File: src/rtl/bus_arb_pkg.sv
// Shared types and the round-robin pick used by the host arbiter and the bus crossbar.
package bus_arb_pkg;

    typedef enum logic {ArbIdle, ArbLocked} arb_state_e;

    localparam int unsigned MaxHosts = 8;

    // First set request at index >= ptr, wrapping modulo n; returns ptr when nothing is set.
    function automatic logic [2:0] rr_select(input logic [MaxHosts-1:0] req,
                                             input logic [2:0] ptr,
                                             input int unsigned n);
        logic [2:0] sel;
        logic found;
        int unsigned idx;
        sel = ptr;
        found = 1'b0;
        idx = 0;
        for (int unsigned i = 0; i < MaxHosts; i++) begin
            if (!found && i < n) begin
                idx = (32'(ptr) + i) % n;
                if (req[idx[2:0]]) begin
                    sel = idx[2:0];
                    found = 1'b1;
                end
            end
        end
        return sel;
    endfunction

endpackage

File: src/rtl/bus_arb_id_fifo.sv
// Small ID FIFO recording which host owns each outstanding transaction.
module bus_arb_id_fifo #(
    parameter int unsigned Depth = 2,
    parameter int unsigned Width = 1
) (
    input  logic             clk_i,
    input  logic             rst_i,
    input  logic             push_i,
    input  logic [Width-1:0] data_i,
    input  logic             pop_i,
    output logic             full_o,
    output logic             empty_o,
    output logic [Width-1:0] head_o
);
    localparam int unsigned PtrW = (Depth > 1) ? $clog2(Depth) : 1;
    localparam int unsigned CntW = $clog2(Depth + 1);

    logic [Width-1:0] mem [Depth];
    logic [PtrW-1:0]  wptr;
    logic [PtrW-1:0]  rptr;
    logic [CntW-1:0]  count;
    logic             do_push;
    logic             do_pop;

    // Explicit compare-and-wrap so non-power-of-two depths work.
    function automatic logic [PtrW-1:0] ptr_inc(input logic [PtrW-1:0] p);
        return (p == PtrW'(Depth - 1)) ? '0 : p + PtrW'(1);
    endfunction

    assign full_o  = (count == CntW'(Depth));
    assign empty_o = (count == '0);
    assign head_o  = mem[rptr];
    assign do_push = push_i && !full_o;
    assign do_pop  = pop_i && !empty_o;

    always_ff @(posedge clk_i or posedge rst_i) begin
        if (rst_i) begin
            wptr  <= '0;
            rptr  <= '0;
            count <= '0;
        end else begin
            if (do_push) wptr <= ptr_inc(wptr);
            if (do_pop)  rptr <= ptr_inc(rptr);
            if (do_push && !do_pop)      count <= count + CntW'(1);
            else if (do_pop && !do_push) count <= count - CntW'(1);
        end
    end

    always_ff @(posedge clk_i) begin
        if (do_push) mem[wptr] <= data_i;
    end

endmodule

File: src/rtl/bus_host_arbiter.sv
// Round-robin arbiter sharing one req/gnt/rvalid device port between several hosts,
// routing each response back to its issuer through an ID FIFO.
module bus_host_arbiter #(
    parameter int unsigned NrHosts        = 2,
    parameter int unsigned AddressWidth   = 32,
    parameter int unsigned DataWidth      = 32,
    parameter int unsigned MaxOutstanding = 2
) (
    input  logic                                   clk_i,
    input  logic                                   rst_i,
    input  logic [NrHosts-1:0]                     host_req_i,
    output logic [NrHosts-1:0]                     host_gnt_o,
    input  logic [NrHosts-1:0][AddressWidth-1:0]   host_addr_i,
    input  logic [NrHosts-1:0]                     host_we_i,
    input  logic [NrHosts-1:0][DataWidth/8-1:0]    host_be_i,
    input  logic [NrHosts-1:0][DataWidth-1:0]      host_wdata_i,
    output logic [NrHosts-1:0]                     host_rvalid_o,
    output logic [DataWidth-1:0]                   host_rdata_o,
    output logic [NrHosts-1:0]                     host_err_o,
    output logic                                   dev_req_o,
    input  logic                                   dev_gnt_i,
    output logic [AddressWidth-1:0]                dev_addr_o,
    output logic                                   dev_we_o,
    output logic [DataWidth/8-1:0]                 dev_be_o,
    output logic [DataWidth-1:0]                   dev_wdata_o,
    input  logic                                   dev_rvalid_i,
    input  logic [DataWidth-1:0]                   dev_rdata_i,
    input  logic                                   dev_err_i,
    output logic                                   unexpected_rsp_o
);
    import bus_arb_pkg::*;

    localparam int unsigned IdW = $clog2(NrHosts);

    arb_state_e     state;
    arb_state_e     state_next;
    logic [IdW-1:0] rr_ptr;
    logic [IdW-1:0] lock_id;
    logic [IdW-1:0] cand;
    logic [IdW-1:0] sel;
    logic [IdW-1:0] head;
    logic           push;
    logic           pop;
    logic           full;
    logic           empty;

    assign cand = IdW'(rr_select(MaxHosts'(host_req_i), 3'(rr_ptr), NrHosts));

    // Outputs are gated by rst_i so everything reads zero as soon as reset asserts.
    always_comb begin
        state_next = state;
        sel        = lock_id;
        dev_req_o  = 1'b0;
        push       = 1'b0;
        host_gnt_o = '0;
        if (!rst_i) begin
            case (state)
                ArbIdle: begin
                    if (!full && |host_req_i) begin
                        sel       = cand;
                        dev_req_o = 1'b1;
                        if (dev_gnt_i) push = 1'b1;
                        else           state_next = ArbLocked;
                    end
                end
                ArbLocked: begin
                    if (!full) begin
                        if (host_req_i[lock_id]) begin
                            dev_req_o = 1'b1;
                            if (dev_gnt_i) begin
                                push       = 1'b1;
                                state_next = ArbIdle;
                            end
                        end else begin
                            state_next = ArbIdle;
                        end
                    end
                end
                default: state_next = ArbIdle;
            endcase
        end
        if (push) host_gnt_o[sel] = 1'b1;
    end

    assign dev_addr_o  = host_addr_i[sel];
    assign dev_we_o    = host_we_i[sel];
    assign dev_be_o    = host_be_i[sel];
    assign dev_wdata_o = host_wdata_i[sel];

    always_ff @(posedge clk_i or posedge rst_i) begin
        if (rst_i) begin
            state            <= ArbIdle;
            rr_ptr           <= '0;
            lock_id          <= '0;
            unexpected_rsp_o <= 1'b0;
        end else begin
            state <= state_next;
            if (state == ArbIdle && state_next == ArbLocked) lock_id <= sel;
            if (push) rr_ptr <= (sel == IdW'(NrHosts - 1)) ? '0 : sel + IdW'(1);
            if (dev_rvalid_i && empty) unexpected_rsp_o <= 1'b1;
        end
    end

    bus_arb_id_fifo #(
        .Depth (MaxOutstanding),
        .Width (IdW)
    ) u_id_fifo (
        .clk_i   (clk_i),
        .rst_i   (rst_i),
        .push_i  (push),
        .data_i  (sel),
        .pop_i   (pop),
        .full_o  (full),
        .empty_o (empty),
        .head_o  (head)
    );

    assign pop          = dev_rvalid_i && !empty && !rst_i;
    assign host_rdata_o = dev_rdata_i;

    always_comb begin
        host_rvalid_o = '0;
        host_err_o    = '0;
        if (pop) begin
            host_rvalid_o[head] = 1'b1;
            host_err_o[head]    = dev_err_i;
        end
    end

    logic [AddressWidth+DataWidth/8+DataWidth:0] lock_attr;
    assign lock_attr = {host_addr_i[lock_id], host_we_i[lock_id],
                        host_be_i[lock_id], host_wdata_i[lock_id]};

    a_gnt_onehot: assert property (@(posedge clk_i) disable iff (rst_i) $onehot0(host_gnt_o));
    a_rvalid_onehot: assert property (@(posedge clk_i) disable iff (rst_i) $onehot0(host_rvalid_o));
    a_no_push_full: assert property (@(posedge clk_i) disable iff (rst_i) !(push && full));
    a_lock_req_held: assert property (@(posedge clk_i) disable iff (rst_i)
        (state == ArbLocked) |-> host_req_i[lock_id]);
    a_lock_stable: assert property (@(posedge clk_i) disable iff (rst_i)
        (state == ArbLocked) |=> (state != ArbLocked) || $stable(lock_attr));

endmodule
File: config.mk
export PLATFORM = sky130hd
export DESIGN_NAME = bus_host_arbiter
export DESIGN_NICKNAME = d
export VERILOG_FILES = /design/src/rtl/bus_arb_pkg.sv /design/src/rtl/bus_arb_id_fifo.sv /design/src/rtl/bus_host_arbiter.sv
export SDC_FILE = /design/constraint.sdc
export NUM_CORES = 1
export LEC_CHECK = 0
export BUFFER_PORTS_ARGS = -buffer_cell sky130_fd_sc_hd__clkbuf_2
export CAP_MARGIN = 20
export CORE_ASPECT_RATIO = 0.5
export CORE_MARGIN = 8
export CORE_UTILIZATION = 28
export DETAILED_ROUTE_END_ITERATION = 10
export PLACE_DENSITY = 0.88
export SYNTH_ARGS = -nofsm -noshare
export SYNTH_HDL_FRONTEND = slang
export SYNTH_SLANG_ARGS = --single-unit
export TNS_END_PERCENT = 10
File: constraint.sdc
create_clock -name clk_i -period 2.73 [get_ports clk_i]
set_input_delay 0.819 -clock clk_i [delete_from_list [all_inputs] [get_ports clk_i]]
set_output_delay 0.819 -clock clk_i [all_outputs]
set_load 0.02 [all_outputs]
==> flow_metrics.tcl <==
set metrics [dict create \
    status "finished with violations" \
    violations "negative setup slack" \
    cts_tree "yes" \
    dr.pass1.iters 4 \
    yosysMostFrequentCell "mux2_4" \
    route.antenna.remaining_nets 0 \
    synth_seq_cells 10 \
    pwr-share-comb_pct 86.3 \
    nNetsFinal 553 \
    gp_congestion 0.782 \
    fp.dieH_um 75.0 \
    vias 2099 \
    synth_area_leader_cell "mux2_4" \
    clock-sinks 10 \
    syn_inst 166 \
    num_io_pins 286 \
    async_flop_share_pct 80.0 \
    core_mm2 0.00673 \
    hold_viol 0 \
    critPathArrivalTime_ps 2180 \
    fmax_mhz 333 \
    synth_area_leaders "mux2_4 (51%), buf_4 (12%), dfrtp_1 (10%)" \
    cts_buffer_depth 2 \
    setup_tns_ps -17600 \
    yosysTopAreaCellShare_pct 50.8 \
    total_power_uw 4090 \
    worst_slew_pin_slew_ps 383 \
    critPathRequiredTime_ps 1910 \
    drive_above_1_share_pct 88.8 \
    synth_commonest_cells "mux2_4 (66), buf_4 (32), nor2_1 (11), dfrtp_1 (8), buf_8 (7)" \
    period_needed_ps 3000 \
    critPathMaxFanout 10 \
    grt_pass1_vias 2315 \
    ctsHoldBuffers 0 \
    diodes 0 \
    clk_pin_slew_ps 40 \
    p_seq_share_pct 7.2 \
    initialDrtViolationCount 67 \
    skew_ps 2.72 \
    cts_max_level 1 \
    grt-ovfl-total 0 \
    worst_skew_pair.late_latency_ps 240 \
    die_w_um 134 \
    end_kind "output port" \
    slowest_delay_ps 300 \
    fin_crit_sh_pct 110 \
    synthFlopType "dfrtp_1" \
    dieArea_mm2 0.0101 \
    switching_power_uw 1690 \
    power_frac_clock_pct 6.5 \
    grt_pass1_wl_um 13300 \
    drc 0 \
    drt-vias-per-instance 4.50 \
    drv_cap 0 \
    cpMaxStageDelayCell "mux2_4" \
    cts_buffers 3 \
    setup_viol 72 \
    p_leak_uw 0.00209 \
    swShare_pct 41.2 \
    routedWlPerCell_um 21.5 \
    rsz0062_at_grt "true" \
    track_usage_pct 16.7 \
    antenna_found_initial 0 \
    port-buffer-count 221 \
    path_cells "clkbuf_16, or2_4, nor2_4, a21oi_4, buf_6, buf_16, mux2_4, clkbuf_2" \
    syn_area_mm2 0.00195 \
    synth_edf_count 2 \
    grt_max_degree 16 \
    synth_nets 344 \
    ys_seq_area_share_pct 13.3 \
    fp-row-count 21 \
    internal-power_uw 2400 \
    postRouteWirelength_um 10000 \
    layout_setup_ws_ps -272 \
    final_util_pct 54.9 \
    yosysUniqueCellTypes 32 \
    root_buffer "clkbuf_16" \
    final_max_slew_viol_count 0 \
    start_util_pct 29.0 \
    syn_area_per_cell_um2 11.8 \
    synth_warnings 0 \
    slew_headroom_pct 74.4 \
    power_density_mw_per_mm2 1110 \
    peakVddDrop_mv 0.465 \
    cp-start-kind "primary input" \
    crit_type "in -> out" \
    min_path_type "reg -> reg" \
    synthToLayoutAreaGrowth_pct 89.3 \
    dp_hpwl_um 7530 \
]
## power by group through the flow
stage / Clock, uW / Combinational [uW] / Sequential (uW)
finish: 266 / 3530 / 295
global route: 279 / 3670 / 304
CTS: 271 / 3250 / 293
detailed placement: 0 / 2490 / 293
global placement: 0 / 2440 / 289
floorplan: 0 / 2050 / 272
## what timing repair did
item,in CTS,in global routing
resized for setup,57,113
endpoints found under the setup margin,71,73
buffers inserted,6,1
pin swaps,4,3
gates cloned,7,0
## flip-flops by register name (all words and copies together), names as in the netlist
register	cells
lock_id	1
rr_ptr	1
state	1
u_id_fifo.count	2
u_id_fifo.mem	2
u_id_fifo.rptr	1
u_id_fifo.wptr	1
unexpected_rsp_o	1
## final timing paths
path	from	endpoint	slack, ps	cells after the start
worst min register to register	unexpected_rsp_o	unexpected_rsp_o	470	1
max in group asynchronous	rst_i	u_id_fifo.count[1]	1750	5
worst max-delay path	rst_i	dev_addr_o[6]	-270	8
worst min-delay path	unexpected_rsp_o	unexpected_rsp_o	470	1
worst max register to register	state	u_id_fifo.count[1]	580	8
min in group asynchronous	rst_i	u_id_fifo.rptr	860	5
## area by class of cell
| cell class | count | area (um2) |
|---|---|---|
| timing repair buffer | 245 | 1850 |
| tap | 92 | 115 |
| sequential | 10 | 260 |
| inverter | 3 | 15.0 |
| multi-input combinational | 112 | 1370 |
| fill | 574 | 3030 |
| clock buffer | 4 | 78.8 |
## metrics by stage
stage / area, um2 / setup slack (ps) / hold slack (ps) / std cells
after floorplan: 1990 / 1.21 / 460 / 166
after global placement: 2950 / -273 / 445 / 448
after detailed placement: 2950 / -299 / 463 / 448
after CTS: 3480 / -270 / 472 / 465
after global routing: 3690 / -312 / 480 / 466
final: 3690 / -272 / 467 / 466
## cells by family (layout without fill, tap and decap cells)
kind of cell / after synthesis / in the layout / synth area share (%)
buf+inv: 44 / 252 / 19.1
fa+ha+maj: 1 / 1 / 0.641
mux: 72 / 72 / 54.1
simple gates: 23 / 23 / 6.09
flops: 10 / 10 / 13.3
xor+xnor: 5 / 5 / 2.24
compound gates: 11 / 11 / 4.49
## placed cells by master, fill, tap and decap left out, drive strengths merged
master      n
clkinvlp    1
nand2       3
a31oi       1
xnor2       3
xor2        2
and3        1
o41ai       1
or4b        1
a21boi      1
dfrtp       8
o22a        1
nor2b       2
ha          1
a21oi       4
nor2       11
nor3b       1
or2         1
o2111ai     1
nand2b      1
mux2i       2
edfxtp      2
a21o        1
mux2       70
nor3        2
clkbuf    171
o211ai      1
inv         2
buf        78
## layer usage
layer  wire length (um)  vias up  share of wire, %  track usage, %
li1                   -      977                 -               -
met2               5480      134                55            31.9
met1               3560      981                36            18.4
met4                 83        0              0.83            2.47
met3                880        7               8.8            5.19
met5                  0        -                 0               0
## worst max-delay path: cells and delay by family
family                 cells  cell delay, ps
multiplexers               1             300
AO/OA/AOI/OAI              1             100
buffers and inverters      4             580
AND/OR/NAND/NOR            2             370
Note: power is estimated with default switching activity, not from simulation.
